## config.mk

```make
export PLATFORM = sky130hd
export DESIGN_NAME = conf_buffer
export DESIGN_NICKNAME = d
export VERILOG_FILES = /design/src/rtl/conf_pkg.sv /design/src/rtl/conf_fifo.sv /design/src/rtl/conf_buffer.sv
export SDC_FILE = /design/constraint.sdc
export NUM_CORES = 1
export LEC_CHECK = 0
export ABC_AREA = 1
export BUFFER_PORTS_ARGS = -buffer_cell sky130_fd_sc_hd__buf_2
export CAP_MARGIN = 5
export CORE_ASPECT_RATIO = 1.25
export CORE_MARGIN = 8
export CORE_UTILIZATION = 25
export CTS_BUF_LIST = sky130_fd_sc_hd__clkbuf_8
export CTS_CLUSTER_SIZE = 30
export DETAILED_ROUTE_END_ITERATION = 16
export GPL_ROUTABILITY_DRIVEN = 0
export PLACE_DENSITY_LB_ADDON = 0.3
export SKIP_CTS_REPAIR_TIMING = 1
export SYNTH_ARGS = -nofsm -noshare
export SYNTH_HDL_FRONTEND = slang
export SYNTH_HIERARCHICAL = 1
export SYNTH_SLANG_ARGS = --single-unit
export TNS_END_PERCENT = 50
```

## constraint.sdc

```tcl
create_clock -name clk -period 9.04 [get_ports clk]
set_input_delay 1.808 -clock clk [delete_from_list [all_inputs] [get_ports clk]]
set_output_delay 1.808 -clock clk [all_outputs]
set_load 0.02 [all_outputs]
```

## src/rtl/conf_pkg.sv

```systemverilog
`default_nettype none
// ============================================================================
// Module   : conf_pkg
// Brief    : Shared types and constants for the conf_buffer descriptor queue.
// Revision : 1.0 - initial release
// ============================================================================
package conf_pkg;

  // Width of every address/stride field held in a descriptor
  localparam int CONF_AW = 32;

  // Host register map
  localparam logic [2:0] REG_SIZES    = 3'd0;
  localparam logic [2:0] REG_A_ADDR   = 3'd1;
  localparam logic [2:0] REG_B_ADDR   = 3'd2;
  localparam logic [2:0] REG_A_STRIDE = 3'd3;
  localparam logic [2:0] REG_B_STRIDE = 3'd4;
  localparam logic [2:0] REG_C_ADDR   = 3'd5;
  localparam logic [2:0] REG_COMMIT   = 3'd6;
  localparam logic [2:0] REG_FLUSH    = 3'd7;

  // Largest legal M/N/K tile dimension
  localparam int MAX_DIM = 16;

  typedef struct packed {
    logic [4:0]         msize;
    logic [4:0]         nsize;
    logic [4:0]         ksize;
    logic [1:0]         mode;
    logic               store;
    logic [CONF_AW-1:0] tile_A_addr;
    logic [CONF_AW-1:0] tile_B_addr;
    logic [CONF_AW-1:0] tile_A_stride;
    logic [CONF_AW-1:0] tile_B_stride;
    logic [CONF_AW-1:0] tile_C_addr;
  } conf_desc_t;

  // A tile dimension is usable when it is in 1..MAX_DIM
  function automatic logic dim_ok(input logic [4:0] d);
    return (d != 5'd0) && (d <= 5'(MAX_DIM));
  endfunction

endpackage
`default_nettype wire

```

## src/rtl/conf_fifo.sv

```systemverilog
`default_nettype none
// ============================================================================
// Module   : conf_fifo
// Brief    : Synchronous FIFO of conf_desc_t with push/pop/flush and
//            empty/full/count status. Head is a combinational read, zeroed
//            while empty. Pointers carry one extra wrap bit.
// Revision : 1.0 - initial release
// ============================================================================
module conf_fifo
  import conf_pkg::*;
#(
  parameter int DEPTH = 4,
  localparam int PW   = $clog2(DEPTH)
) (
  input  logic       clk,
  input  logic       rst,
  input  logic       push,
  input  conf_desc_t push_data,
  input  logic       pop,
  input  logic       flush,
  output conf_desc_t head,
  output logic       empty,
  output logic       full,
  output logic [PW:0] count
);

  logic [PW:0] wptr_q, wptr_d;
  logic [PW:0] rptr_q, rptr_d;
  logic        push_ok;
  logic        pop_ok;
  conf_desc_t  mem_q [DEPTH];

  assign empty = (wptr_q == rptr_q);
  assign full  = (wptr_q[PW] != rptr_q[PW]) && (wptr_q[PW-1:0] == rptr_q[PW-1:0]);
  assign count = wptr_q - rptr_q;
  assign head  = empty ? '0 : mem_q[rptr_q[PW-1:0]];

  // Next pointer values; flush overrides both push and pop
  always_comb begin
    push_ok = push && !full && !flush;
    pop_ok  = pop && !empty && !flush;
    wptr_d  = wptr_q;
    rptr_d  = rptr_q;
    if (flush) begin
      wptr_d = '0;
      rptr_d = '0;
    end else begin
      if (push_ok) wptr_d = wptr_q + 1'b1;
      if (pop_ok)  rptr_d = rptr_q + 1'b1;
    end
  end

  // Pointer registers; reset discards all queued entries
  always_ff @(posedge clk or negedge rst) begin
    if (!rst) begin
      wptr_q <= '0;
      rptr_q <= '0;
    end else begin
      wptr_q <= wptr_d;
      rptr_q <= rptr_d;
    end
  end

  // Descriptor storage; contents are only visible through head when non-empty
  always_ff @(posedge clk) begin
    if (push_ok) mem_q[wptr_q[PW-1:0]] <= push_data;
  end

endmodule
`default_nettype wire

```

## src/rtl/conf_buffer.sv

```systemverilog
`default_nettype none
// ============================================================================
// Module   : conf_buffer
// Brief    : Host-written staging registers for a GEMM tile descriptor,
//            committed into a descriptor FIFO whose head feeds the
//            controller. Tracks sticky overflow/underflow errors.
//            Optional macro CONF_BUFFER_SIZE_CHECK_EN validates sizes/mode on
//            COMMIT and adds the sticky err_size port.
// Revision : 1.0 - initial release
// ============================================================================
module conf_buffer
  import conf_pkg::*;
#(
  parameter int DEPTH = 4,
  parameter int AW    = 32
) (
  input  logic                     clk,
  input  logic                     rst,
  input  logic                     wr_en,
  input  logic [2:0]               wr_addr,
  input  logic [31:0]              wr_data,
  input  logic                     conf_buff_read,
  output logic [4:0]               msize,
  output logic [4:0]               nsize,
  output logic [4:0]               ksize,
  output logic [1:0]               mode,
  output logic                     store,
  output logic [AW-1:0]            tile_A_addr,
  output logic [AW-1:0]            tile_B_addr,
  output logic [AW-1:0]            tile_A_stride,
  output logic [AW-1:0]            tile_B_stride,
  output logic [AW-1:0]            tile_C_addr,
  output logic                     conf_empty,
  output logic                     conf_full,
  output logic [$clog2(DEPTH):0]   conf_count,
  output logic                     err_overflow,
  output logic                     err_underflow
`ifdef CONF_BUFFER_SIZE_CHECK_EN
  ,
  output logic                     err_size
`endif
);

  // Descriptor fields are fixed-width in the package
  if (AW != CONF_AW) begin : g_aw_check
    $error("conf_buffer: AW must equal conf_pkg::CONF_AW");
  end

  conf_desc_t stage_q, stage_d;
  conf_desc_t head;
  logic       commit, flush, size_ok, push;
  logic       ovf_q, ovf_d;
  logic       udf_q, udf_d;
  logic       esz_q, esz_d;

  assign commit = wr_en && (wr_addr == REG_COMMIT);
  assign flush  = wr_en && (wr_addr == REG_FLUSH);

`ifdef CONF_BUFFER_SIZE_CHECK_EN
  assign size_ok = dim_ok(stage_q.msize) && dim_ok(stage_q.nsize) &&
                   dim_ok(stage_q.ksize) && (stage_q.mode != 2'b11);
`else
  assign size_ok = 1'b1;
`endif

  assign push = commit && size_ok;

  conf_fifo #(.DEPTH(DEPTH)) u_fifo (
    .clk       (clk),
    .rst       (rst),
    .push      (push),
    .push_data (stage_q),
    .pop       (conf_buff_read),
    .flush     (flush),
    .head      (head),
    .empty     (conf_empty),
    .full      (conf_full),
    .count     (conf_count)
  );

  // Register-map decode into the staging descriptor
  always_comb begin
    stage_d = stage_q;
    if (wr_en) begin
      case (wr_addr)
        REG_SIZES: begin
          stage_d.msize = wr_data[4:0];
          stage_d.nsize = wr_data[9:5];
          stage_d.ksize = wr_data[14:10];
          stage_d.mode  = wr_data[17:16];
          stage_d.store = wr_data[18];
        end
        REG_A_ADDR:   stage_d.tile_A_addr   = wr_data;
        REG_B_ADDR:   stage_d.tile_B_addr   = wr_data;
        REG_A_STRIDE: stage_d.tile_A_stride = wr_data;
        REG_B_STRIDE: stage_d.tile_B_stride = wr_data;
        REG_C_ADDR:   stage_d.tile_C_addr   = wr_data;
        default: ;
      endcase
    end
  end

  // Sticky errors, judged on pre-edge full/empty; FLUSH clears and masks them
  always_comb begin
    ovf_d = ovf_q | (commit & conf_full);
    udf_d = udf_q | (conf_buff_read & conf_empty);
    esz_d = esz_q | (commit & ~size_ok);
    if (flush) begin
      ovf_d = 1'b0;
      udf_d = 1'b0;
      esz_d = 1'b0;
    end
  end

  // Staging and error state registers
  always_ff @(posedge clk or negedge rst) begin
    if (!rst) begin
      stage_q <= '0;
      ovf_q   <= 1'b0;
      udf_q   <= 1'b0;
      esz_q   <= 1'b0;
    end else begin
      stage_q <= stage_d;
      ovf_q   <= ovf_d;
      udf_q   <= udf_d;
      esz_q   <= esz_d;
    end
  end

  assign msize         = head.msize;
  assign nsize         = head.nsize;
  assign ksize         = head.ksize;
  assign mode          = head.mode;
  assign store         = head.store;
  assign tile_A_addr   = head.tile_A_addr;
  assign tile_B_addr   = head.tile_B_addr;
  assign tile_A_stride = head.tile_A_stride;
  assign tile_B_stride = head.tile_B_stride;
  assign tile_C_addr   = head.tile_C_addr;
  assign err_overflow  = ovf_q;
  assign err_underflow = udf_q;
`ifdef CONF_BUFFER_SIZE_CHECK_EN
  assign err_size      = esz_q;
`endif

endmodule
`default_nettype wire

```

==> impl_metrics.yaml <==
clocking:
  numCtsBuffers: 142
  path_clk_slew_ps: 60
  root_buffer: "clkbuf_8"
  cts_tree: "done"
  h-tree-depth: 4
  cts_buffer_depth: 3
  clk_latency_ps: 830
  cts.sinks: 898
die:
  core-area_sq_um: 138800
  rows: 153
  dieWidth_microns: 350.0
  die_area_sq_um: 151700
  ios: 224
  initial_utilization_pct: 25.12
  die_y_microns: 433.5
yosys:
  ys_seq_elements: 898
  synth_top_area_cell: "edfxtp_1"
  async_flop_share_pct: 20.71
  synth_area_sq_um: 34860
  synth_nets: 2839
  ys_seq_area_share_pct: 74.68
  syn_inst: 2792
  synth_top_area_share_pct: 61.33
  synth-main-ff-cell: "edfxtp_1"
  yosysUniqueCellTypes: 28
  synth_edf_count: 712
  synth_common_cells: "721 x nor2_1, 712 x edfxtp_1, 460 x o21ai_0, 195 x nand2_1, 186 x dfrtp_1"
  ys_warn_count: 6
  yosysMostFrequentCell: "nor2_1"
  syn_avg_cell_area_sq_um: 12.49
  synthTopCellsByArea: "edfxtp_1 61%, dfrtp_1 13%, nor2_1 7.8%"
timing:
  rsz0062_at_grt: "false"
  setup_viol: 0
  timing.fmax_mhz: 167.6
  tightest_slew_ps: 1113
  period_needed_ps: 5966
  slew_headroom_pct: 25.80
  clock-skew-final_ps: 36.49
  fin_crit_sh_pct: 66.00
  maxSlewViolCount: 0
  hold_violations: 0
critical_path:
  worstPathArrival_ps: 4160
  rr_worst_depth: 9
  path_class: "reg2out"
  cpPeakStageDelay_ps: 680
  r2r_setup_slack_ps: 4810
  cp-start-kind: "flop"
  cpMostUsedCell: "inv_8"
  r2r-end: "u_fifo/mem_q[1][118]"
  crit_path_top_delay_cell: "buf_4"
  required_ps: 7230
  cp_max_fo: 95
  path_cells: "inv_8, ha_1, nand2_1, inv_1, nand3_4, inv_8, buf_4, a21oi_1, buf_2"
  endpoint_kind: "primary output"
  worstReg2RegStart: "u_fifo/rptr_q[1]"
hold_path:
  hp-class: "reg2reg"
  min_to: "u_fifo/mem_q[0][142]"
  min_from: "stage_q[142]"
  holdPathStages: 0
routing:
  dr.pass1.iters: 5
  vias: 21669
  drc: 0
  finalWirelength_microns: 106200
  drt_iter0_drc: 1321
  wl_per_cell_microns: 21.23
  via_per_inst: 4.334
  ant_nets: 0
power_and_ir_drop:
  power_frac_comb_pct: 36.6
  p_seq_share_pct: 38.4
  finalPower_mw: 13.31
  power_leakage_nw: 14.89
  clock_power_share_pct: 25.0
  p_sw_share_pct: 41.33
  p_int_mw: 7.809
  ir_drop_uv: 210.7
  netSwitchingPower_mw: 5.501
  powerDensity_nw_per_um2: 329.4
global_route:
  grt_max_degree: 198
  grt_pass1_vias: 21191
  grt_usage_pct: 13.61
  grt-ovfl-total: 0
  grt_pass1_wl_microns: 150600
  antenna_found_initial: 15
cells_and_area:
  design_area_sq_um: 40410
  fillers: 14231
  final_cells: 5000
  syn2layout_area_growth_pct: 15.90
  layout-drive-gt1-share_pct: 17.16
  final_core_util_pct: 29.11
  fin_nets: 3063
place:
  placed_cells_incl_taps: 4732
  dp_hpwl_microns: 60630
  placed_area_sq_um: 37630
  portBuffers: 223
outcome:
  outcome: "complete, no violations"
flow_run:
  cap_violations: 0
## area by class of cell
type	count	area [sq um]	share of cell area, %
multi-input combinational	1668	7636	18.90
inverter	55	229.0	0.5667
tap	1860	2327	5.760
clock buffer	159	2188	5.416
antenna	4	10.01	0.02477
clock inverter	105	573.1	1.418
sequential	898	26040	64.45
timing repair buffer	251	1399	3.462
## registers in the layout, summed over array words and instances (netlist names)
| name | flops |
|---|---|
| err_overflow | 1 |
| err_underflow | 1 |
| stage_q | 178 |
| u_fifo/mem_q | 712 |
| u_fifo/rptr_q | 3 |
| u_fifo/wptr_q | 3 |
## layout by cell type, fill, tap and decap left out
| master | synthesis | final |
|---|---|---|
| clkinv_8 | 0 | 2 |
| nor3_1 | 1 | 1 |
| o21ai_0 | 460 | 460 |
| bufinv_16 | 0 | 2 |
| fa_1 | 1 | 1 |
| nand2_1 | 195 | 195 |
| ha_1 | 7 | 7 |
| buf_2 | 67 | 222 |
| a21oi_1 | 160 | 160 |
| buf_8 | 0 | 1 |
| a21oi_2 | 20 | 20 |
| clkinvlp_4 | 0 | 5 |
| clkinv_1 | 0 | 8 |
| nand4_1 | 6 | 6 |
| diode_2 | 0 | 4 |
| dfrtp_1 | 186 | 184 |
| o21ai_1 | 20 | 20 |
| inv_1 | 50 | 117 |
| inv_2 | 3 | 2 |
| nand2_4 | 0 | 3 |
| clkbuf_8 | 0 | 159 |
| nand3_4 | 1 | 1 |
| inv_8 | 0 | 6 |
| nor2_1 | 721 | 717 |
| nand3_1 | 9 | 9 |
| nor2_4 | 1 | 5 |
| inv_12 | 0 | 2 |
| buf_12 | 0 | 5 |
| nor2_2 | 2 | 2 |
| xor2_1 | 1 | 1 |
| clkinv_2 | 0 | 12 |
| buf_4 | 17 | 23 |
| o21ai_2 | 54 | 54 |
| dfrtp_4 | 0 | 2 |
| edfxtp_1 | 712 | 712 |
| nand2_2 | 9 | 6 |
| inv_6 | 0 | 4 |
## critical path, delay by kind of cell (launching register included)
kind,cells,cell delay [ps]
buffers and inverters,5,1980
AOI/OAI and AO/OA,1,200
and+or+nand+nor,2,180
DFF,1,550
adders and majority gates,1,220
## power by group through the flow
stage               clock network, mW  logic [mW]  registers, mW
floorplan                           0        3.17           5.10
global placement                    0        4.99           5.19
detailed placement                  0        4.99           5.20
CTS                              3.45        5.01           5.12
global route                     3.61        5.30           5.15
finish                           3.33        4.87           5.11
## kinds of logic (layout without fill, tap and decap cells)
| logic type | Yosys count | in the layout | share of synthesized area (%) |
|---|---|---|---|
| AOI/OAI and AO/OA | 714 | 714 | 11.05 |
| xor gates and xnor gates | 1 | 1 | 0.02513 |
| adders and majority gates | 8 | 8 | 0.3086 |
| buffers and inverters | 226 | 570 | 3.546 |
| DFF | 898 | 898 | 74.68 |
| other | 0 | 4 | 0 |
| and+or+nand+nor | 945 | 945 | 10.39 |
## layer usage
metal	vias up	global-route usage, %	wire [microns]	part of all wire [%]
met4	2	5.330	3414	3.2
li1	10227	-	-	-
met5	-	0	7	0.0066
met2	564	22.27	50480	48
met1	10716	17.86	47370	45
met3	160	2.475	4878	4.6
## stage by stage
step	worst slack [ps]	hold WS (ps)	TNS, ps
4_1_cts	2852	470.1	0
6_report	3074	485.5	0
5_1_grt	2784	489.2	0
3_3_place_gp	3880	492.7	0
3_5_place_dp	3850	494.2	0
2_1_floorplan	-1484	476.3	-1056500
## worst max path at each step
| stage | start | endpoint | slack [ps] | cells past startpoint |
|---|---|---|---|---|
| finish | u_fifo/rptr_q[1] | tile_A_addr[1] | 3070 | 9 |
| CTS | u_fifo/rptr_q[1] | tile_A_addr[1] | 2850 | 9 |
| global route | u_fifo/rptr_q[1] | tile_A_addr[1] | 2780 | 9 |
| detailed placement | u_fifo/rptr_q[1] | tile_A_addr[1] | 3850 | 9 |
| global placement | u_fifo/rptr_q[1] | tile_A_addr[1] | 3880 | 9 |
| floorplan | wr_addr[1] | u_fifo/mem_q[0][0] | -1480 | 4 |
No activity file was read; power rests on OpenSTA's default activity.
